`src/rtl/motion_frame_sequencer_pkg.sv`:
```
// Shared constants and enums for the motion-detection frame sequencer.
// Defaults describe a full 768x576 BGR frame.
package motion_detect_pkg;

    localparam int unsigned WIDTH        = 32'd768;
    localparam int unsigned HEIGHT       = 32'd576;
    localparam int unsigned PIXEL_W      = 32'd24;
    localparam int unsigned FRAME_PIXELS = WIDTH * HEIGHT;
    localparam int unsigned CNT_W        = $clog2(FRAME_PIXELS + 32'd1);

    typedef enum logic [1:0] {
        IDLE  = 2'd0,
        ROUTE = 2'd1,
        DRAIN = 2'd2,
        DONE  = 2'd3
    } seq_state_t;

    typedef enum logic {
        BG = 1'b0,
        FR = 1'b1
    } pix_phase_t;

endpackage

```
`src/rtl/motion_frame_sequencer_if.sv`:
```
// Upstream pixel stream, the three input-FIFO write ports and the observed output FIFO read side.
interface motion_frame_sequencer_if;
    import motion_detect_pkg::*;

    logic               in_valid;
    logic [PIXEL_W-1:0] in_din;
    logic               in_ready;
    logic               bg_full;
    logic               bg_wr_en;
    logic [PIXEL_W-1:0] bg_din;
    logic               fr_full;
    logic               fr_wr_en;
    logic [PIXEL_W-1:0] fr_din;
    logic               highlight_fr_full;
    logic               highlight_fr_wr_en;
    logic [PIXEL_W-1:0] highlight_fr_din;
    logic               out_rd_en;
    logic               out_empty;

    modport slave (
        input  in_valid, in_din, bg_full, fr_full, highlight_fr_full, out_rd_en, out_empty,
        output in_ready, bg_wr_en, bg_din, fr_wr_en, fr_din, highlight_fr_wr_en, highlight_fr_din
    );

    modport master (
        output in_valid, in_din, bg_full, fr_full, highlight_fr_full, out_rd_en, out_empty,
        input  in_ready, bg_wr_en, bg_din, fr_wr_en, fr_din, highlight_fr_wr_en, highlight_fr_din
    );

endinterface

```
`src/rtl/motion_frame_sequencer_counter.sv`:
```
// Saturating per-frame pixel counter; last flags the final pixel of the frame.
module motion_pixel_counter #(
    parameter int unsigned FRAME_N  = motion_detect_pkg::FRAME_PIXELS,
    parameter int unsigned CNT_BITS = motion_detect_pkg::CNT_W
) (
    input  logic                clock,
    input  logic                reset,
    input  logic                clear,
    input  logic                inc,
    output logic [CNT_BITS-1:0] count,
    output logic                last
);

    localparam logic [CNT_BITS-1:0] MAX_C  = CNT_BITS'(FRAME_N);
    localparam logic [CNT_BITS-1:0] LAST_C = CNT_BITS'(FRAME_N - 32'd1);

    logic [CNT_BITS-1:0] count_q;
    logic [CNT_BITS-1:0] count_d;

    // Next count: clear wins, increments stop at a full frame.
    always_comb begin
        count_d = count_q;
        if (clear) begin
            count_d = '0;
        end else if (inc && (count_q != MAX_C)) begin
            count_d = count_q + {{(CNT_BITS-1){1'b0}}, 1'b1};
        end else begin
            count_d = count_q;
        end
    end

    // Count register with synchronous active-low reset.
    always_ff @(posedge clock) begin
        if (!reset) begin
            count_q <= '0;
        end else begin
            count_q <= count_d;
        end
    end

    assign count = count_q;
    assign last  = (count_q == LAST_C);

endmodule

```
`src/rtl/motion_frame_sequencer.sv`:
```
// Sequences one frame: splits the interleaved bg/fr stream into three FIFOs
// in lockstep and reports completion once every output pixel has been read.
module motion_frame_sequencer #(
    parameter int unsigned WIDTH  = motion_detect_pkg::WIDTH,
    parameter int unsigned HEIGHT = motion_detect_pkg::HEIGHT
) (
    input  logic clock,
    input  logic reset,
    input  logic start,
    output logic busy,
    output logic done,
    motion_frame_sequencer_if.slave bus
);
    import motion_detect_pkg::*;

    localparam int unsigned FRAME_N  = WIDTH * HEIGHT;
    localparam int unsigned CNT_BITS = $clog2(FRAME_N + 32'd1);
    localparam logic [CNT_BITS-1:0] FULL_C = CNT_BITS'(FRAME_N);

    seq_state_t state_q;
    pix_phase_t phase_q;
    logic       busy_q;
    logic       done_q;

    logic                in_ready_s, xfer_s, bg_wr_s, fr_wr_s;
    logic                start_s, rd_cnt_s, in_last_s, out_last_s;
    logic [CNT_BITS-1:0] in_cnt_s, out_cnt_s;

    // Acceptance depends only on the FIFOs the current phase will write.
    always_comb begin
        in_ready_s = 1'b0;
        if ((state_q == ROUTE) && (in_cnt_s != FULL_C)) begin
            if (phase_q == BG) begin
                in_ready_s = !bus.bg_full;
            end else begin
                in_ready_s = !bus.fr_full && !bus.highlight_fr_full;
            end
        end else begin
            in_ready_s = 1'b0;
        end
    end

    assign xfer_s   = bus.in_valid && in_ready_s;
    assign bg_wr_s  = xfer_s && (phase_q == BG);
    assign fr_wr_s  = xfer_s && (phase_q == FR);
    assign start_s  = (state_q == IDLE) && start;
    assign rd_cnt_s = bus.out_rd_en && !bus.out_empty && (out_cnt_s != FULL_C)
                      && ((state_q == ROUTE) || (state_q == DRAIN));

    assign bus.in_ready           = in_ready_s;
    assign bus.bg_wr_en           = bg_wr_s;
    assign bus.fr_wr_en           = fr_wr_s;
    assign bus.highlight_fr_wr_en = fr_wr_s;
    assign bus.bg_din             = bg_wr_s ? bus.in_din : '0;
    assign bus.fr_din             = fr_wr_s ? bus.in_din : '0;
    assign bus.highlight_fr_din   = fr_wr_s ? bus.in_din : '0;

    motion_pixel_counter #(.FRAME_N(FRAME_N), .CNT_BITS(CNT_BITS)) u_in_cnt (
        .clock(clock), .reset(reset), .clear(start_s), .inc(fr_wr_s),
        .count(in_cnt_s), .last(in_last_s)
    );

    motion_pixel_counter #(.FRAME_N(FRAME_N), .CNT_BITS(CNT_BITS)) u_out_cnt (
        .clock(clock), .reset(reset), .clear(start_s), .inc(rd_cnt_s),
        .count(out_cnt_s), .last(out_last_s)
    );

    // Frame FSM; a completed read count ends the frame even from ROUTE.
    always_ff @(posedge clock) begin
        if (!reset) begin
            state_q <= IDLE;
            phase_q <= BG;
            busy_q  <= 1'b0;
            done_q  <= 1'b0;
        end else begin
            case (state_q)
                IDLE: begin
                    done_q <= 1'b0;
                    if (start) begin
                        state_q <= ROUTE;
                        phase_q <= BG;
                        busy_q  <= 1'b1;
                    end
                end
                ROUTE: begin
                    if (xfer_s) begin
                        phase_q <= (phase_q == BG) ? FR : BG;
                    end
                    if (rd_cnt_s && out_last_s) begin
                        state_q <= DONE;
                        busy_q  <= 1'b0;
                        done_q  <= 1'b1;
                    end else if (fr_wr_s && in_last_s) begin
                        state_q <= DRAIN;
                    end
                end
                DRAIN: begin
                    if (rd_cnt_s && out_last_s) begin
                        state_q <= DONE;
                        busy_q  <= 1'b0;
                        done_q  <= 1'b1;
                    end
                end
                DONE: begin
                    state_q <= IDLE;
                    done_q  <= 1'b0;
                end
                default: begin
                    state_q <= IDLE;
                    phase_q <= BG;
                    busy_q  <= 1'b0;
                    done_q  <= 1'b0;
                end
            endcase
        end
    end

    assign busy = busy_q;
    assign done = done_q;

endmodule

```
`src/flat_wrapper.sv`:
```
// flat-port wrapper written by rule: the top's interface ports become plain ports
module motion_frame_sequencer_flat import motion_detect_pkg::*;
#(
    parameter int unsigned WIDTH  = motion_detect_pkg::WIDTH,
    parameter int unsigned HEIGHT = motion_detect_pkg::HEIGHT
)
  (clock, reset, start, busy, done, bus_in_valid, bus_in_din, bus_bg_full, bus_fr_full, bus_highlight_fr_full, bus_out_rd_en, bus_out_empty, bus_in_ready, bus_bg_wr_en, bus_bg_din, bus_fr_wr_en, bus_fr_din, bus_highlight_fr_wr_en, bus_highlight_fr_din);
  motion_frame_sequencer_if bus_i ();
  input  logic clock;
  input  logic reset;
  input  logic start;
  output logic busy;
  output logic done;
  input wire logic [$bits(bus_i.in_valid)-1:0] bus_in_valid;
  input wire logic [$bits(bus_i.in_din)-1:0] bus_in_din;
  input wire logic [$bits(bus_i.bg_full)-1:0] bus_bg_full;
  input wire logic [$bits(bus_i.fr_full)-1:0] bus_fr_full;
  input wire logic [$bits(bus_i.highlight_fr_full)-1:0] bus_highlight_fr_full;
  input wire logic [$bits(bus_i.out_rd_en)-1:0] bus_out_rd_en;
  input wire logic [$bits(bus_i.out_empty)-1:0] bus_out_empty;
  output wire logic [$bits(bus_i.in_ready)-1:0] bus_in_ready;
  output wire logic [$bits(bus_i.bg_wr_en)-1:0] bus_bg_wr_en;
  output wire logic [$bits(bus_i.bg_din)-1:0] bus_bg_din;
  output wire logic [$bits(bus_i.fr_wr_en)-1:0] bus_fr_wr_en;
  output wire logic [$bits(bus_i.fr_din)-1:0] bus_fr_din;
  output wire logic [$bits(bus_i.highlight_fr_wr_en)-1:0] bus_highlight_fr_wr_en;
  output wire logic [$bits(bus_i.highlight_fr_din)-1:0] bus_highlight_fr_din;
  assign bus_i.in_valid = bus_in_valid;
  assign bus_i.in_din = bus_in_din;
  assign bus_i.bg_full = bus_bg_full;
  assign bus_i.fr_full = bus_fr_full;
  assign bus_i.highlight_fr_full = bus_highlight_fr_full;
  assign bus_i.out_rd_en = bus_out_rd_en;
  assign bus_i.out_empty = bus_out_empty;
  assign bus_in_ready = bus_i.in_ready;
  assign bus_bg_wr_en = bus_i.bg_wr_en;
  assign bus_bg_din = bus_i.bg_din;
  assign bus_fr_wr_en = bus_i.fr_wr_en;
  assign bus_fr_din = bus_i.fr_din;
  assign bus_highlight_fr_wr_en = bus_i.highlight_fr_wr_en;
  assign bus_highlight_fr_din = bus_i.highlight_fr_din;
  motion_frame_sequencer #(.WIDTH(WIDTH), .HEIGHT(HEIGHT)) u_core (.clock(clock), .reset(reset), .start(start), .busy(busy), .done(done), .bus(bus_i));
endmodule
```
`config.mk`:
```
export PLATFORM = sky130hd
export DESIGN_NAME = motion_frame_sequencer_flat
export DESIGN_NICKNAME = d
export VERILOG_FILES = /design/src/rtl/motion_frame_sequencer_pkg.sv /design/src/rtl/motion_frame_sequencer_if.sv /design/src/rtl/motion_frame_sequencer_counter.sv /design/src/rtl/motion_frame_sequencer.sv /design/src/flat_wrapper.sv
export SDC_FILE = /design/constraint.sdc
export NUM_CORES = 1
export LEC_CHECK = 0
export ABC_AREA = 1
export BUFFER_PORTS_ARGS = -buffer_cell sky130_fd_sc_hd__buf_4
export CAP_MARGIN = 20
export CORE_MARGIN = 2
export CORE_UTILIZATION = 41
export DETAILED_ROUTE_END_ITERATION = 10
export PLACE_DENSITY = 0.74
export SYNTH_ARGS = -nofsm -noshare
export SYNTH_HDL_FRONTEND = slang
export SYNTH_HIERARCHICAL = 1
export SYNTH_SLANG_ARGS = --single-unit
```
`constraint.sdc`:
```
create_clock -name clock -period 2.81 [get_ports clock]
set_input_delay 0.1405 -clock clock [delete_from_list [all_inputs] [get_ports clock]]
set_output_delay 0.1405 -clock clock [all_outputs]
set_load 0.01 [all_outputs]
```
# Word level (Yosys, flattened, before mapping)

Index checks and enable logic that the tools add are counted.

$add $sub $neg: 2
Eq/ne operators: 12
Multiplexer cells: 18
Bitwise operators: 2
Reduce and logical (&&, ||, !) cells: 27

Operators with widths:

| kind                  | number |
|---|---|
| $mux 24               | 2 |
| $add 19x1->19 const B | 2 |
| $eq 19x19->1 const B  | 2 |
| $ne 19x19->1 const B  | 2 |
| $logic_and 1x1->1     | 13 |
| $reduce_and 3->1      | 3 |
| $mux 1                | 8 |
| $mux 2                | 4 |
| $pmux 2 s4            | 1 |
| $pmux 1 s2            | 3 |
| $reduce_or 2->1       | 3 |
| $eq 2x2->1 const B    | 2 |
| $logic_not 1->1       | 4 |
| $ne 2x1->1 const B    | 2 |
| $ne 2x2->1 const B    | 2 |
| $reduce_bool 2->1     | 2 |
| $ne 3x3->1 const B    | 1 |
| $eq 2x1->1 const B    | 1 |
| $logic_not 2->1       | 1 |
| $not 1->1             | 2 |
| $logic_or 1x1->1      | 1 |

Register bits: 43
Input port bits: 33
Output and inout port bits: 78
Word-level logic and storage cells: 67

# Longest topological paths before layout

Word-level depth: 10
Depth in mapped cells: 13
Depth with buffers taken out: 12

# Modules after synthesis

The synthesis kept the hierarchy.

Modules (own cells, without submodules):

| module                 | times used | cells an instance | area an instance (um^2) | sequential area each (um^2) |
|---|---|---|---|---|
| motion_pixel_counter   | 2          | 201               | 1233.7                  | 380.4 |
| motion_frame_sequencer | 1          | 203               | 1042.2                  | 100.1 |

# Worst setup path before layout

No wires, ideal clock.

Kind: flip-flop to flip-flop
Start point: register u_core.state_q[1]
End point: register u_core.u_in_cnt.count_q[9] (netlist: u_core/u_in_cnt/count[9])
Library setup time: 0.134 ns
Data arrival time: 2.042 ns
Required time: 2.676 ns
Setup slack: 0.634 ns
Cell stages (with the launch flop): 12
Path buffers: 2
Period minus slack after synthesis: 2.176 ns
Cell sequence: dfxtp_1 -> inv_1 -> ha_1 -> nand2_1 -> o21ai_2 -> nand4_2 -> clkbuf_1 -> inv_1 -> clkbuf_1 -> nand4_1 -> nand2_1 -> nor2_1

Word-level cells in the longest chain between the ends: 6
Elaborated cells on any way between the ends: 9
Those cells by class: eq/ne: 1; mux: 1; reduce/logical: 7

Ends and longest elaborated chain:

| what                     | line                                 | source |
|---|---|---|
| start: declaration       | motion_frame_sequencer.sv:20         | `seq_state_t state_q;` |
| start signal: assignment | motion_frame_sequencer.sv:71         | `state_q <= IDLE;` |
| start signal: assignment | motion_frame_sequencer.sv:80         | `state_q <= ROUTE;` |
| start signal: assignment | motion_frame_sequencer.sv:90         | `state_q <= DONE;` |
| $eq 2x1->1               | motion_frame_sequencer.sv:32         | `if ((state_q == ROUTE) && (in_cnt_s != FULL_C)) begin` |
| $logic_and 1x1->1        | motion_frame_sequencer.sv:32         |  |
| $mux 1                   | motion_frame_sequencer.sv:32         |  |
| $logic_and 1x1->1        | motion_frame_sequencer.sv:43         | `assign xfer_s = bus.in_valid && in_ready_s;` |
| $logic_and 1x1->1        | motion_frame_sequencer.sv:45         | `assign fr_wr_s = xfer_s && (phase_q == FR);` |
| net bus_fr_wr_en         | flat_wrapper.sv:24                   | `output wire logic [$bits(bus_i.fr_wr_en)-1:0] bus_fr_wr_en;` |
| $logic_and 1x1->1        | motion_frame_sequencer_counter.sv:25 | `end else if (inc && (count_q != MAX_C)) begin` |
| end signal: assignment   | motion_frame_sequencer_counter.sv:37 | `count_q <= count_d;` |
| end: declaration         | motion_frame_sequencer_counter.sv:17 | `logic [CNT_BITS-1:0] count_q;` |

The timed path passes the listed nets, and every way through them passes these cells.
A chain may end at the register's enable or synchronous reset.

# Worst setup path after layout

Start point: register u_core.state_q[1]
End point: output bus_bg_din[7]

Word-level cells in the longest chain between the ends: 6

Ends and longest elaborated chain:

| what              | line                         | source |
|---|---|---|
| $eq 2x1->1        | motion_frame_sequencer.sv:32 |  |
| $logic_and 1x1->1 | motion_frame_sequencer.sv:32 |  |
| $mux 1            | motion_frame_sequencer.sv:32 |  |
| $logic_and 1x1->1 | motion_frame_sequencer.sv:43 |  |
| $logic_and 1x1->1 | motion_frame_sequencer.sv:44 | `assign bg_wr_s = xfer_s && (phase_q == BG);` |
| $mux 24           | motion_frame_sequencer.sv:54 | `assign bus.bg_din = bg_wr_s ? bus.in_din : '0;` |
| end: declaration  | flat_wrapper.sv:23           | `output wire logic [$bits(bus_i.bg_din)-1:0] bus_bg_din;` |

Every way passes these cells.

==> results by stage <==
Critical path:
- The critical path data required time is 2670 ps.
- Broken down by cell family, the worst path's largest delay share belongs to simple AND/OR/NAND/NOR gates.
- Walking the worst path, the cells encountered are inv_1, ha_1, nand2_1, o21ai_2, and2_4, nand2_2, nor2_2, inv_2, nor2_1, buf_4.
- The endpoint type of the worst setup path is an output pin.
- In this design, the stage delay of the slowest critical-path cell is 350 ps.
- STA classifies the critical path startpoint as a flop.
- The slowest cell on the critical path is sky130_fd_sc_hd__dfxtp_1.
- The largest fanout of any net on the critical path is 24.
- The worst endpoint data arrival time is 2090 ps.
- The worst setup path is of the reg -> out kind.
- The count of buffer and inverter cells on the critical path is 3.

Timing:
- The number of max-slew violations in the final report is 0.
- In the finished design, the share of the clock period the worst path needs comes to 79.4%.
- The worst hold slack is 112 ps.
- Setup repair after global routing left no endpoint under its margin.
- Clock skew on the completed layout was measured at 13.8 ps.
- In the final timing run, aggregate negative setup slack is 0 ps.
- Static timing analysis puts the maximum clock frequency at 448 MHz.
- Setup violations remaining at the end of the flow were counted as 0.
- For the finished layout, the period the worst path requires is 2230 ps.
- For the pin with the worst max-slew slack, the measured transition is 506 ps.
- The worst relative slew slack is 66.2%.
- The number of hold violations in the final report is 0.

CTS:
- The TritonCTS clock tree is built.
- In this run the post-CTS setup repair buffer count came out at 0.
- Clock-pin slew was measured on the worst setup and hold paths at 80 ps.
- The clock root buffer is sky130_fd_sc_hd__clkbuf_8.
- The clock passes through at most 2 buffers.
- For the worst-skew pair, the clock arrives at the later sink with an insertion delay of 300 ps.
- TritonCTS created 5 clock buffers.
- The number of hold buffers added after cts is 0.
- The clock sink count is 43.
- In this run, post-CTS repair resized a total of 0 instances.
- CTS built an H-tree with a depth of 2.

Power and ir drop:
- The total power density per cell area is 384 mW/mm^2.
- The largest vdd supply drop is 0.182 mV.
- In this run switching power makes up 36.1% of total power.
- The net switching power is 598 uW.
- The proportion of power drawn by combinational gates is 34.7%.
- Cell internal power was estimated by the tool at 1.06 mW.
- The clock network power share is 24.7%.
- For this design the static power due to leakage is 2.16 nW.
- Sequential cells burn 40.6% of the power.

Hold path:
- The min-delay analysis places its worst path in the category in -> reg.

Synthesis:
- By area the synthesized netlist is led by sky130_fd_sc_hd__dfxtp_1, sky130_fd_sc_hd__nor2_1, sky130_fd_sc_hd__nand2_1, sky130_fd_sc_hd__inv_1, sky130_fd_sc_hd__buf_4.
- The number of nets handed over by synthesis was 646.
- Synthesis produced 605 cells.
- The portion of the post-synthesis area used by sequential elements is 24.5%.
- The most used flip-flop cell after synthesis is sky130_fd_sc_hd__dfxtp_1.
- The biggest area contributor in the post-synthesis netlist is sky130_fd_sc_hd__dfxtp_1.
- The number of register bits inferred by synthesis is 43.
- After synthesis, the share of flip-flops with an asynchronous set or reset is 0%.
- The warning count from the yosys run is 6.
- The most instantiated library cell after synthesis is sky130_fd_sc_hd__nor2_1.
- The post-synthesis cell area is 0.00351 mm^2.
- Counting flops with a built-in enable in the synthesized netlist gives 0.
- By count the netlist is led by sky130_fd_sc_hd__nor2_1, sky130_fd_sc_hd__nand2_1, sky130_fd_sc_hd__inv_1.
- The synthesized design devotes to its leading area cell type 24.5% of total area.
- The average footprint of a synthesized cell is 5.80 um^2.
- In this run, distinct cell masters in the synthesized netlist total 29.

Job:
- The max-cap violation count is 0.

Route:
- The detailed-route via count is 3814.
- The DRC violation count after routing is 0.
- The detailed router finished its first iteration with 193 violations.
- The final routed wirelength across all metal layers is 9440 um.
- The per-cell via count in the routed design is 4.80.
- In the final routed layout, each cell accounts on average for 11.9 um.
- The count of TritonRoute iterations in the first routing pass is 4.
- Once detail routing completed, the nets flagged for antenna violations numbered 0.

Floorplan:
- The initial core utilization is 42.5%.
- In this run the horizontal extent of the chip is 96.5 um.
- The floorplan step set the die height to 96.5 um.
- The count of boundary I/O pins is 111.
- The overall die area is 0.00932 mm^2.
- In this run the core area contains 33 standard-cell rows.
- The floorplan step defined a core boundary enclosing 0.00826 mm^2.

Place:
- The congestion estimate from routability-driven global placement came to 0.924.
- Input and output buffers added on the ports amount to 110.
- After detailed placement, the total cell area comes to 0.00423 mm^2.
- The detailed placer's ending HPWL is 7460 um.

GRT:
- The total congestion overflow is 0.
- The number of global-route vias before repair is 3423.
- Entering global routing, the biggest net connects 26 pins.
- The initial antenna violation count came to 0.
- The global-route wire length before repair is 14800 um.
- The overall routing resource usage is 19.9%.

Run status:
- The flow ran to the end, and the final reports show no timing, DRC or antenna violations.

Cells and area:
- The number of antenna diodes is 0.
- The summed area of non-filler cells in the final layout is 0.00432 mm^2.
- The number of nets in the layout is 731.
- The post-route netlist has 23.2% of its cells at a drive strength greater than 1.
- Once layout is complete, the utilization of the core stands at 52.3%.
- The area growth from synthesis to layout is 23.1%.
- The number of fill cells in the layout is 827.
cells in the final DEF (no fill, tap or decap), types with 6 or more instances in the layout:
cell	synthesis	layout
sky130_fd_sc_hd__a21oi_1	17	17
sky130_fd_sc_hd__a21oi_2	10	10
sky130_fd_sc_hd__buf_4	25	115
sky130_fd_sc_hd__clkbuf_8	0	6
sky130_fd_sc_hd__dfxtp_1	43	43
sky130_fd_sc_hd__ha_1	8	8
sky130_fd_sc_hd__inv_1	82	82
sky130_fd_sc_hd__nand2_1	143	143
sky130_fd_sc_hd__nand2_2	9	9
sky130_fd_sc_hd__nand3_1	33	33
sky130_fd_sc_hd__nand4_1	13	13
sky130_fd_sc_hd__nor2_1	159	159
sky130_fd_sc_hd__nor2_2	8	8
sky130_fd_sc_hd__o21ai_0	9	9
sky130_fd_sc_hd__xor2_1	10	10
sequential cells by signal, indices dropped and copies added, names as in the netlist:
signal / cells
u_core/u_in_cnt/count: 19
u_core/u_out_cnt/count: 19
u_core/state_q: 2
u_core/busy: 1
u_core/done: 1
u_core/phase_q: 1
tightest hold or removal path: cells and delay by family:
family	cells	cell delay (ps)
buffers and inverters	1	140
and+or+nand+nor	2	90
per-stage QoR:
step           setup WS, ps  cells  total power [mW]
3_3_place_gp            803    788              1.25
6_report                578    795              1.66
5_1_grt                 392    795              1.76
2_1_floorplan           634    605              1.07
3_5_place_dp            684    788              1.26
4_1_cts                 551    795              1.68
final timing paths:
check	startpoint	end	slack (ps)	cells past startpoint
min reg2reg	u_core/done$_SDFFE_PN0P_	u_core/done$_SDFFE_PN0P_	460	2
max reg2reg	u_core/u_out_cnt/count[0]$_SDFFE_PP0P_	u_core/state_q[0]$_SDFFE_PN0P_	600	10
max	u_core/state_q[1]$_SDFFE_PN0P_	bus_bg_din[7]	580	10
min	reset	u_core/phase_q$_SDFFE_PN0P_	110	3
routing by layer:
| metal | up-vias | routed length (um) | track usage (%) |
|---|---|---|---|
| li1 | 1977 | - | - |
| met1 | 1704 | 3850 | 22.0 |
| met2 | 121 | 4760 | 38.6 |
| met3 | 12 | 623 | 2.64 |
| met4 | 0 | 204 | 7.04 |
| met5 | - | 0 | 0 |
cells by family (layout without fill, tap and decap cells):
logic type / count (synthesis) / in the layout / synth area share, %
AND/OR/NAND/NOR: 378 / 378 / 45.3
buffers and inverters: 124 / 209 / 17.1
flip-flops: 43 / 43 / 24.5
AO/OA/AOI/OAI: 38 / 38 / 6.70
XOR/XNOR: 14 / 14 / 3.49
adder cells (fa/ha/maj): 8 / 8 / 2.85
layout make-up:
| class | count | area [um^2] | share of cell area [%] |
|---|---|---|---|
| clock buffer | 6 | 82.6 | 1.91 |
| clock inverter | 1 | 5.00 | 0.116 |
| inverter | 87 | 327 | 7.56 |
| multi-input combinational | 438 | 2050 | 47.5 |
| sequential | 43 | 861 | 19.9 |
| tap | 105 | 131 | 3.04 |
| timing repair buffer | 115 | 863 | 20.0 |
power by group through the flow:
stage          Sequential [mW]  Combinational (mW)  Clock [mW]
2_1_floorplan            0.682               0.392           0
3_3_place_gp             0.683               0.564           0
3_5_place_dp             0.686               0.576           0
4_1_cts                  0.671               0.579       0.431
5_1_grt                  0.677               0.640       0.446
6_report                 0.672               0.576       0.409
Note: power is estimated with default switching activity, not from simulation.
